$ cat src/rtl/arb_burst_ctrl.sv
// Burst mover behind the 4-way round-robin arbiter.
// Latches the granted owner and streams its beats to a shared target.
module arb_burst_ctrl #(
  parameter int DW    = 8,
  parameter int LEN_W = 4
) (
  input  logic               clk,
  input  logic               rst,
  input  logic [3:0]         grant,
  input  logic [4*DW-1:0]    req_data,
  input  logic [4*LEN_W-1:0] req_len,
  output logic               out_valid,
  output logic [DW-1:0]      out_data,
  output logic [1:0]         out_src,
  output logic               out_last,
  input  logic               out_ready,
  output logic [3:0]         beat_ack,
  output logic [3:0]         done,
  output logic               busy,
  output logic               err
);

  typedef enum logic [2:0] {
    S_IDLE,
    S_LOAD,
    S_SEND,
    S_DONE,
    S_GAP
  } state_t;

  state_t             state;
  logic [1:0]         owner;
  logic [LEN_W-1:0]   cnt;
  logic [1:0]         gsel;
  logic               gmulti;
  logic [LEN_W-1:0]   len_sel;
  logic [DW-1:0]      data_sel;
  logic               accept;

  // Lowest set grant bit wins; a multi-hot grant is flagged.
  always_comb begin
    gsel = 2'd0;
    priority case (1'b1)
      grant[0]: gsel = 2'd0;
      grant[1]: gsel = 2'd1;
      grant[2]: gsel = 2'd2;
      grant[3]: gsel = 2'd3;
      default:  gsel = 2'd0;
    endcase
    gmulti = (grant & (grant - 4'd1)) != 4'd0;
  end

  // Lane selects for the captured length and the owner's beat.
  always_comb begin
    len_sel  = req_len[int'(gsel)*LEN_W +: LEN_W];
    data_sel = req_data[int'(owner)*DW +: DW];
  end

  // Handshake decode and status back to the requesters.
  always_comb begin
    accept   = out_valid & out_ready;
    beat_ack = accept ? (4'b0001 << owner) : 4'b0000;
    busy     = state != S_IDLE;
  end

  // Burst sequencer with registered outputs.
  always_ff @(posedge clk or negedge rst) begin
    if (!rst) begin
      state     <= S_IDLE;
      owner     <= 2'd0;
      cnt       <= '0;
      out_valid <= 1'b0;
      out_data  <= '0;
      out_src   <= 2'd0;
      out_last  <= 1'b0;
      done      <= 4'b0000;
      err       <= 1'b0;
    end else begin
      done <= 4'b0000;
      unique case (state)
        S_IDLE: begin
          if (grant != 4'b0000) begin
            owner <= gsel;
            cnt   <= len_sel;
            err   <= err | gmulti;
            state <= S_LOAD;
          end
        end
        S_LOAD: begin
          out_data  <= data_sel;
          out_src   <= owner;
          out_last  <= cnt == '0;
          out_valid <= 1'b1;
          state     <= S_SEND;
        end
        S_SEND: begin
          if (accept) begin
            out_valid <= 1'b0;
            if (cnt != '0) begin
              cnt   <= cnt - 1'b1;
              state <= S_LOAD;
            end else begin
              done  <= 4'b0001 << owner;
              state <= S_DONE;
            end
          end
        end
        S_DONE: state <= S_GAP;
        S_GAP:  state <= S_IDLE;
        default: state <= S_IDLE;
      endcase
    end
  end

endmodule

$ cat config.mk
export PLATFORM = sky130hd
export DESIGN_NAME = arb_burst_ctrl
export DESIGN_NICKNAME = d
export VERILOG_FILES = /design/src/rtl/arb_burst_ctrl.sv
export SDC_FILE = /design/constraint.sdc
export NUM_CORES = 1
export LEC_CHECK = 0
export ABC_CLOCK_PERIOD_IN_PS = 2200
export BUFFER_PORTS_ARGS = -buffer_cell sky130_fd_sc_hd__buf_2
export CAP_MARGIN = 5
export CELL_PAD_IN_SITES_DETAIL_PLACEMENT = 1
export CELL_PAD_IN_SITES_GLOBAL_PLACEMENT = 1
export CORE_MARGIN = 2
export CORE_UTILIZATION = 34
export CTS_CLUSTER_SIZE = 28
export DETAILED_ROUTE_END_ITERATION = 16
export PLACE_DENSITY = 0.87
export SYNTH_ARGS = -nofsm -noshare
export SYNTH_HDL_FRONTEND = slang
export SYNTH_SLANG_ARGS = --single-unit
export TNS_END_PERCENT = 5
$ cat constraint.sdc
create_clock -name clk -period 2.2 [get_ports clk]
set_clock_uncertainty 0.1 [all_clocks]
set_input_delay 0.22 -clock clk [delete_from_list [all_inputs] [get_ports clk]]
set_output_delay 0.22 -clock clk [all_outputs]
set_load 0.02 [all_outputs]
==> results of run 1 <==
==> area by class of cell <==
cell class | count | area, µm² | share of cell area
flip-flops and latches | 26 | 650.6 | 0.3175
repair buffers | 79 | 405.4 | 0.1978
clock buffers | 4 | 55.05 | 0.02686
well taps | 52 | 65.06 | 0.03175
multi-input cells | 98 | 843.3 | 0.4115
inverters | 8 | 30.03 | 0.01465
==> cell usage after synthesis, types with 2 or more instances <==
cell,instances,area [µm²]
clkbuf_1,5,18.77
nor4_1,2,12.51
or3_1,2,12.51
a311oi_1,2,17.52
nor3b_1,4,30.03
buf_2,2,10.01
nor3_1,8,40.04
mux2_2,11,123.9
dfrtp_1,26,650.6
o31ai_1,4,30.03
a21oi_1,3,15.01
a21o_1,3,22.52
inv_1,8,30.03
mux4_2,10,225.2
nand2_1,8,30.03
a211o_1,3,26.28
nor2_1,12,45.04
o21a_1,2,15.01
nand2b_1,2,12.51
==> tightest hold or removal path, cell delays in order <==
cell     delay, ns
buf_2         0.12
nand2_1       0.05
a21o_1        0.11
==> how the worst max path moves through the flow <==
| stage | startpoint | cells past startpoint | end |
|---|---|---|---|
| after floorplan | owner[0]$_DFFE_PN0P_ | 4 | out_data[4]$_DFFE_PN0P_ |
| after global placement | cnt[0]$_DFFE_PN0P_ | 6 | cnt[1]$_DFFE_PN0P_ |
| after detailed placement | cnt[0]$_DFFE_PN0P_ | 6 | cnt[1]$_DFFE_PN0P_ |
| after CTS | cnt[0]$_DFFE_PN0P_ | 6 | cnt[1]$_DFFE_PN0P_ |
| after global routing | cnt[0]$_DFFE_PN0P_ | 6 | cnt[1]$_DFFE_PN0P_ |
| final | cnt[0]$_DFFE_PN0P_ | 6 | cnt[1]$_DFFE_PN0P_ |
==> power groups by stage <==
| stage | Clock (mW) | Sequential [mW] | Combinational [mW] |
|---|---|---|---|
| floorplan | 0 | 0.494 | 0.0540 |
| global placement | 0 | 0.494 | 0.115 |
| detailed placement | 0 | 0.494 | 0.121 |
| CTS | 0.322 | 0.485 | 0.122 |
| global route | 0.348 | 0.485 | 0.133 |
| finish | 0.312 | 0.485 | 0.120 |
==> per-layer routing <==
metal	part of all wire	global-route usage
met1	0.42	0.2189
met5	0	0
met3	0.059	0.02532
met2	0.52	0.3261
met4	0.0044	0.03145
==> registers in the layout, indices dropped and copies added (netlist names) <==
register	count
state	3
out_last	1
out_valid	1
done	4
owner	2
out_data	8
err	1
out_src	2
cnt	4
==> per-stage QoR <==
stage,instance area [µm²],util,worst slack (ns),std cells,power (mW)
CTS,2049,0.4675,0.2145,267,0.9293
finish,2049,0.4675,0.2154,267,0.9162
floorplan,1563,-,0.3537,141,0.5478
detailed placement,1984,0.4526,0.2389,262,0.6150
global placement,1984,0.4526,0.3215,262,0.6095
global route,2049,0.4675,0.08772,267,0.9666
==> logic make-up (layout without fill, tap and decap cells) <==
logic type,after synthesis,after routing,synth area share
AOI/OAI and AO/OA,24,24,0.1145
and+or+nand+nor,50,50,0.1786
buffers and inverters,17,91,0.04724
adders and majority gates,2,2,0.01441
muxes,21,21,0.2234
xor gates and xnor gates,1,1,0.005606
DFF,26,26,0.4163
==> flow_metrics.env, run 1 <==
export IMPL_p_sw_frac=0.2259
export IMPL_rr_endpoint="cnt[1]$_DFFE_PN0P_"
export IMPL_cts_sinks=26
export IMPL_syn_to_final_growth_pct=31.15
export IMPL_ios=77
export IMPL_final_layout_size_suffix_gt1_frac=0.5023
export IMPL_hold_buffers=1
export IMPL_grt_pass1_wl_mm=7.093
export IMPL_cp_max_fo=4
export IMPL_cts_repair_resized=0
export IMPL_vias_per_cell=5.390
export IMPL_firstDrtPassIters=4
export IMPL_vias=1439
export IMPL_fin_crit_ns=1.985
export IMPL_n_antenna_cell=0
export IMPL_maxCapViolations=0
export IMPL_hold_viol=0
export IMPL_vdd_ir_drop_max_mv=0.2196
export IMPL_rsz0062_at_grt="false"
export IMPL_ys_seq_area_frac=0.4163
export IMPL_fp_row_count=24
export IMPL_start_util=0.3564
export IMPL_grt_pass1_vias=1533
export IMPL_p_comb_frac=0.131
export IMPL_wire_per_inst_um=16.04
export IMPL_power_switching_uw=207.0
export IMPL_relSlewSlack=0.5306
export IMPL_worstSkewPairLatency_ns=0.27
export IMPL_synth_cell_type_count=43
export IMPL_syn_num_nets=197
export IMPL_fillers=532
export IMPL_syn_area_mm2=0.001563
export IMPL_reg2reg_slack_ns=0.22
export IMPL_tns_ns=0
export IMPL_antenna_left=0
export IMPL_first_iter_violations=34
export IMPL_p_per_area_mw_per_mm2=447.1
export IMPL_port_buffers=76
export IMPL_critPathRequiredTime_ns=2.26
export IMPL_critPathKind="register to register"
export IMPL_grt_max_degree=27
export IMPL_final_cell_mix="buf_2 (76), dfrtp_1 (26), nor2_1 (12), mux2_2 (11), mux4_2 (10)"
export IMPL_yosys_register_bits=26
export IMPL_status="completed"
export IMPL_netlist_instances=141
export IMPL_h_tree_depth=1
export IMPL_drc=0
export IMPL_synth_warnings=0
export IMPL_max_freq_mhz=503.9
export IMPL_slowest_delay_ns=0.47
export IMPL_synthFlopType="dfrtp_1"
export IMPL_crit_arrival_ns=2.05
export IMPL_pwr_share_seq=0.529
export IMPL_start_kind="register"
export IMPL_root_buffer="clkbuf_8"
export IMPL_final_common_cell="buf_2"
export IMPL_critPathTopFamily="simple AND/OR/NAND/NOR gates"
export IMPL_grt_usage=0.1760
export IMPL_internal_power_uw=709.3
export IMPL_power_frac_clock=0.340
export IMPL_overflow=0
export IMPL_tightest_slew_ns=0.7040
export IMPL_numCtsBuffers=3
export IMPL_path_cells="inv_1, ha_1, or3b_2, a22oi_1, nor4_1, a211o_1"
export IMPL_fp_dieH_um=71.80
export IMPL_power_leakage_nw=1.059
export IMPL_post_cts_buffers=0
export IMPL_finalSetupViolCount=0
export IMPL_worstHoldStart="out_ready"
export IMPL_clock_path_buffers=2
export IMPL_async_reset_ff_frac=1.000
export IMPL_fin_nets=272
export IMPL_end_kind="register"
export IMPL_routabilityCongestion=0.7518
export IMPL_min_to="out_valid$_DFFE_PN0P_"
export IMPL_hold_ws_ns=0.1545
export IMPL_dp_hpwl_mm=3.444
export IMPL_cp_buffers_inverters=1
export IMPL_post_route_period_util=0.9021
export IMPL_synth_edf_count=0
export IMPL_die_area_mm2=0.005155
export IMPL_routed_wirelength_mm=4.282
export IMPL_die_w_um=71.80
export IMPL_drv_slew=0
export IMPL_path_clk_slew_ns=0.09
export IMPL_avgSynthCellArea_um2=11.08
export IMPL_min_delay_path_depth=3
export IMPL_tritoncts="yes"
export IMPL_antenna_found_initial=0
export IMPL_hold_class="input port to register"
export IMPL_r2r_cells=6
export IMPL_r2r_start="cnt[0]$_DFFE_PN0P_"
export IMPL_core_area_mm2=0.004384
export IMPL_slowest_stage="or3b_2"
No activity file was read; power rests on OpenSTA's default activity.
==> inputs of run 2 (changes only) <==
Settings changed: CORE_ASPECT_RATIO set to 1.5.
==> flow_metrics.env, run 2 (same netlist as run 1, synthesis figures left out) <==
export IMPL_worstSkewPairLatency_ns=0.27
export IMPL_critPathTopFamily="simple AND/OR/NAND/NOR gates"
export IMPL_fillers=538
export IMPL_reg_top3="out_data (8), cnt (4), done (4)"
export IMPL_start_util=0.3499
export IMPL_vias_per_cell=5.471
export IMPL_firstDrtPassIters=4
export IMPL_fin_crit_ns=1.973
export IMPL_fp_dieH_um=87.04
export IMPL_hold_buffers=1
export IMPL_drv_slew=0
export IMPL_wire_per_inst_um=16.67
export IMPL_ios=77
export IMPL_routabilityCongestion=0.8789
export IMPL_power_leakage_nw=1.059
export IMPL_first_iter_violations=8
export IMPL_path_clk_slew_ns=0.09
export IMPL_routed_wirelength_mm=4.385
export IMPL_numCtsBuffers=3
export IMPL_grt_usage=0.1807
export IMPL_maxCapViolations=0
export IMPL_cp_max_fo=4
export IMPL_tns_ns=0
export IMPL_final_common_cell="buf_2"
export IMPL_max_freq_mhz=506.8
export IMPL_worst_slack_ns=0.2270
export IMPL_dp_hpwl_mm=3.526
export IMPL_p_per_area_mw_per_mm2=448.2
export IMPL_hold_class="input port to register"
export IMPL_clock_path_buffers=2
export IMPL_hold_viol=0
export IMPL_syn_to_final_growth_pct=30.82
export IMPL_end_kind="register"
export IMPL_critPathKind="register to register"
export IMPL_largest_reg_flops=8
export IMPL_grt_pass1_wl_mm=7.155
export IMPL_status="completed"
export IMPL_path_cells="inv_1, ha_1, or3b_2, a22oi_1, nor4_1, a211o_1"
export IMPL_relSlewSlack=0.5224
export IMPL_crit_arrival_ns=2.04
export IMPL_core_area_mm2=0.004467
export IMPL_top_register="out_data"
export IMPL_slowest_stage="or3b_2"
export IMPL_fin_nets=272
export IMPL_grt_max_degree=27
export IMPL_post_cts_buffers=0
export IMPL_overflow=0
export IMPL_port_buffers=76
export IMPL_cts_repair_resized=0
export IMPL_tightest_slew_ns=0.7165
export IMPL_cts_sinks=26
export IMPL_cp_buffers_inverters=1
export IMPL_post_route_period_util=0.8968
export IMPL_antenna_left=0
export IMPL_final_cell_mix="buf_2 (76), dfrtp_1 (26), nor2_1 (12), mux2_2 (11), mux4_2 (10)"
export IMPL_fp_row_count=30
export IMPL_reg2reg_slack_ns=0.23
export IMPL_finalSetupViolCount=0
export IMPL_root_buffer="clkbuf_8"
export IMPL_vdd_ir_drop_max_mv=0.1922
export IMPL_antenna_found_initial=0
export IMPL_n_antenna_cell=0
export IMPL_drc=0
export IMPL_h_tree_depth=1
export IMPL_rsz0062_at_grt="false"
export IMPL_start_kind="register"
export IMPL_grt_pass1_vias=1526
export IMPL_die_w_um=59.36
export IMPL_critPathRequiredTime_ns=2.27
export IMPL_slowest_delay_ns=0.46
export IMPL_vias=1439
export IMPL_die_area_mm2=0.005166
export IMPL_tritoncts="yes"
export IMPL_place_ws_ns=0.2564
export IMPL_final_layout_size_suffix_gt1_frac=0.5023
==> run 2: cell counts in the layout (fill, tap and decap cells not counted) <==
Identical to the previous run, type by type.
==> run 2: final timing paths <==
| path | startpoint | endpoint | depth (start not counted) |
|---|---|---|---|
| max | cnt[0]$_DFFE_PN0P_ | cnt[1]$_DFFE_PN0P_ | 6 |
| min | out_ready | out_valid$_DFFE_PN0P_ | 3 |
| max reg2reg | cnt[0]$_DFFE_PN0P_ | cnt[1]$_DFFE_PN0P_ | 6 |
| min reg2reg | err$_DFFE_PN0P_ | err$_DFFE_PN0P_ | 2 |
| max in group asynchronous | rst | out_data[7]$_DFFE_PN0P_ | 2 |
| min in group asynchronous | rst | cnt[0]$_DFFE_PN0P_ | 2 |
==> run 2: routing by layer <==
| metal | GRT usage | share of wire | up-vias |
|---|---|---|---|
| met4 | 0.04752 | 0.013 | 0 |
| li1 | - | - | 675 |
| met3 | 0.02823 | 0.046 | 6 |
| met2 | 0.3457 | 0.58 | 44 |
| met5 | 0 | 0 | - |
| met1 | 0.1979 | 0.36 | 714 |
==> run 2: per-stage QoR <==
step           power (mW)  area, µm²  hold slack (ns)    util  instances
2_1_floorplan      0.5478       1563          -0.1756       -        141
3_3_place_gp       0.6113       1979           0.1619  0.4431        258
3_5_place_dp       0.6153       1979           0.1696  0.4431        258
4_1_cts            0.9283       2044           0.1635  0.4577        263
5_1_grt            0.9597       2044           0.1796  0.4577        263
6_report           0.9163       2044           0.1666  0.4577        263
==> run 2: area by class of cell <==
class	count	area, µm²	share of cell area
multi-input cells	98	843.3	0.4125
flip-flops and latches	26	650.6	0.3182
repair buffers	79	405.4	0.1983
well taps	48	60.06	0.02938
clock buffers	4	55.05	0.02693
inverters	8	30.03	0.01469
==> run 2: worst register-to-register path: stages, from the launching register on <==
cell and delay (ns):
dfrtp_1 0.41, inv_1 0.09, ha_1 0.18, or3b_2 0.46
a22oi_1 0.32, nor4_1 0.09, a211o_1 0.23
==> run 2: report_power, final <==
| group | internal, mW | switching [mW] | leakage, nW |
|---|---|---|---|
| Clock | 0.160 | 0.152 | 0.0288 |
| Sequential | 0.482 | 0.00405 | 0.343 |
| Combinational | 0.0686 | 0.0501 | 0.687 |
==> inputs of run 3 (changes only) <==
Settings changed: ABC_AREA set to 1, CELL_PAD_IN_SITES_DETAIL_PLACEMENT 1 to not set, CELL_PAD_IN_SITES_GLOBAL_PLACEMENT 1 to not set, CORE_UTILIZATION 34 to 45, PLACE_DENSITY 0.87 to 0.86.
==> flow_metrics.env, run 3 <==
export IMPL_status="completed"
export IMPL_crit_arrival_ns=1.48
export IMPL_synth_most_common_cell="nand2_1"
export IMPL_drv_slew=0
export IMPL_firstDrtPassIters=5
export IMPL_postPlaceCellArea_mm2=0.001972
export IMPL_p_per_area_mw_per_mm2=1219
export IMPL_n_antenna_cell=0
export IMPL_grt_usage=0.2112
export IMPL_worst_slack_ns=0.3969
export IMPL_largest_reg_flops=8
export IMPL_dp_hpwl_mm=2.942
export IMPL_fin_nets=345
export IMPL_dp_cells=325
export IMPL_wire_per_inst_um=11.40
export IMPL_vias=1612
export IMPL_antenna_left=0
export IMPL_cp_buffers_inverters=3
export IMPL_vias_per_cell=4.900
export IMPL_fp_row_count=26
export IMPL_tns_ns=0
export IMPL_first_iter_violations=61
export IMPL_vdd_ir_drop_max_mv=0.5717
export IMPL_h_tree_depth=1
export IMPL_ios=77
export IMPL_hold_class="input port to register"
export IMPL_netlist_instances=206
export IMPL_yosys_area_top_type="dfrtp_1"
export IMPL_ys_top_cells_by_count="nand2_1 (50), inv_1 (30), dfrtp_1 (26)"
export IMPL_cts_repair_resized=0
export IMPL_synth_area_top_cells="dfrtp_1 (42%), nand2_1 (12%), inv_1 (7.4%)"
export IMPL_numCtsBuffers=3
export IMPL_cts_sinks=26
export IMPL_die_w_um=51.63
export IMPL_synth_cell_type_count=25
export IMPL_final_common_cell="buf_2"
export IMPL_routabilityCongestion=0.8058
export IMPL_root_buffer="clkbuf_8"
export IMPL_overflow=0
export IMPL_rsz0062_at_grt="false"
export IMPL_end_kind="output port"
export IMPL_maxCapViolations=0
export IMPL_async_reset_ff_frac=1.000
export IMPL_relSlewSlack=0.5908
export IMPL_tritoncts="yes"
export IMPL_multiInputGateArea_um2=739.5
export IMPL_power_leakage_nw=1.109
export IMPL_final_area_mm2=0.002023
export IMPL_die_area_mm2=0.003895
export IMPL_clock_path_buffers=2
export IMPL_start_util=0.4615
export IMPL_tightest_slew_ns=0.6118
export IMPL_place_ws_ns=0.5650
export IMPL_antenna_found_initial=0
export IMPL_drc=0
export IMPL_utilization=0.6097
export IMPL_fillers=316
export IMPL_critPathTopFamily="simple AND/OR/NAND/NOR gates"
export IMPL_worstSkewPairLatency_ns=0.26
export IMPL_reg_top3="out_data (8), cnt (4), done (4)"
export IMPL_synth_edf_count=0
export IMPL_fp_dieH_um=75.45
export IMPL_core_area_mm2=0.003318
export IMPL_ys_seq_area_frac=0.4248
export IMPL_post_cts_buffers=0
export IMPL_grt_pass1_wl_mm=6.320
export IMPL_reg2reg_slack_ns=0.56
export IMPL_max_freq_mhz=554.6
export IMPL_yosys_register_bits=26
export IMPL_syn_to_final_growth_pct=32.11
export IMPL_p_total_mw=2.467
export IMPL_critPathKind="register to output port"
export IMPL_top_register="out_data"
export IMPL_grt_pass1_vias=1546
export IMPL_post_route_period_util=0.8196
export IMPL_slowest_delay_ns=0.42
export IMPL_finalSetupViolCount=0
export IMPL_cp_common_cell="inv_1"
export IMPL_fin_crit_ns=1.803
export IMPL_hold_ws_ns=0.1143
export IMPL_routed_wirelength_mm=3.752
export IMPL_path_clk_slew_ns=0.08
export IMPL_hold_viol=0
export IMPL_syn_num_nets=262
export IMPL_path_cells="inv_1, nor2_2, inv_1, nor2_1, buf_2"
export IMPL_port_buffers=76
export IMPL_final_cell_mix="buf_2 (76), nand2_1 (50), inv_1 (30), dfrtp_1 (26), nor2_1 (25)"
export IMPL_critPathRequiredTime_ns=1.88
export IMPL_syn_area_mm2=0.001531
export IMPL_stdcell_count=329
export IMPL_yosysTopAreaCellShare=0.4248
export IMPL_seq_area_um2=650.6
export IMPL_avgSynthCellArea_um2=7.434
export IMPL_final_layout_size_suffix_gt1_frac=0.3415
export IMPL_start_kind="register"
export IMPL_slowest_stage="dfrtp_1"
export IMPL_synthFlopType="dfrtp_1"
export IMPL_grt_max_degree=27
export IMPL_cp_max_fo=9
export IMPL_synth_warnings=0
==> run 3: metal layers <==
metal / share of wire / global-route usage / wire, µm
met5: 0 / 0 / 0
met4: 0.019 / 0.1023 / 73
met3: 0.048 / 0.01176 / 180
met2: 0.52 / 0.4046 / 1937
met1: 0.42 / 0.2346 / 1561
==> run 3: worst register-to-register path, delay by kind of cell (launching register included) <==
family	cells	cell delay [ns]
flip-flops	1	0.46
AND/OR/NAND/NOR	2	0.65
buffers and inverters	1	0.24
AO/OA/AOI/OAI	1	0.07
==> run 3: final timing paths <==
check / startpoint / cells after the start / end
max: owner[1]$_DFFE_PN0P_ / 5 / beat_ack[2]
min reg2reg: err$_DFFE_PN0P_ / 1 / err$_DFFE_PN0P_
max in group asynchronous: rst / 2 / state[1]$_DFFE_PN0P_
min in group asynchronous: rst / 2 / state[0]$_DFFE_PN0P_
max reg2reg: state[1]$_DFFE_PN0P_ / 4 / out_src[0]$_DFFE_PN0P_
min: out_ready / 4 / out_valid$_DFFE_PN0P_
==> run 3: cell type report <==
| cell class | instances | area share |
|---|---|---|
| multi-input combinational | 144 | 0.3655 |
| sequential | 26 | 0.3216 |
| timing repair buffer | 79 | 0.2004 |
| clock buffer | 3 | 0.02041 |
| inverter | 35 | 0.06617 |
| tap | 42 | 0.02597 |
==> run 3: repair_timing <==
action,4_1_cts,5_1_grt
setup endpoints to repair,0,0
hold buffers,1,0
endpoints found under the hold margin,26,0
==> run 3: logic make-up (layout without fill, tap and decap cells) <==
| family | Yosys count | in the layout | synth area share |
|---|---|---|---|
| AOI/OAI and AO/OA | 31 | 31 | 0.1381 |
| xor gates and xnor gates | 1 | 1 | 0.005720 |
| adders and majority gates | 1 | 1 | 0.008169 |
| buffers and inverters | 36 | 117 | 0.09232 |
| DFF | 26 | 26 | 0.4248 |
| and+or+nand+nor | 111 | 111 | 0.3309 |
==> run 3: where the power goes <==
part	internal, mW	switching [mW]	total (mW)
Combinational	0.504	0.891	1.39
Clock	0.122	0.137	0.260
Sequential	0.672	0.140	0.812
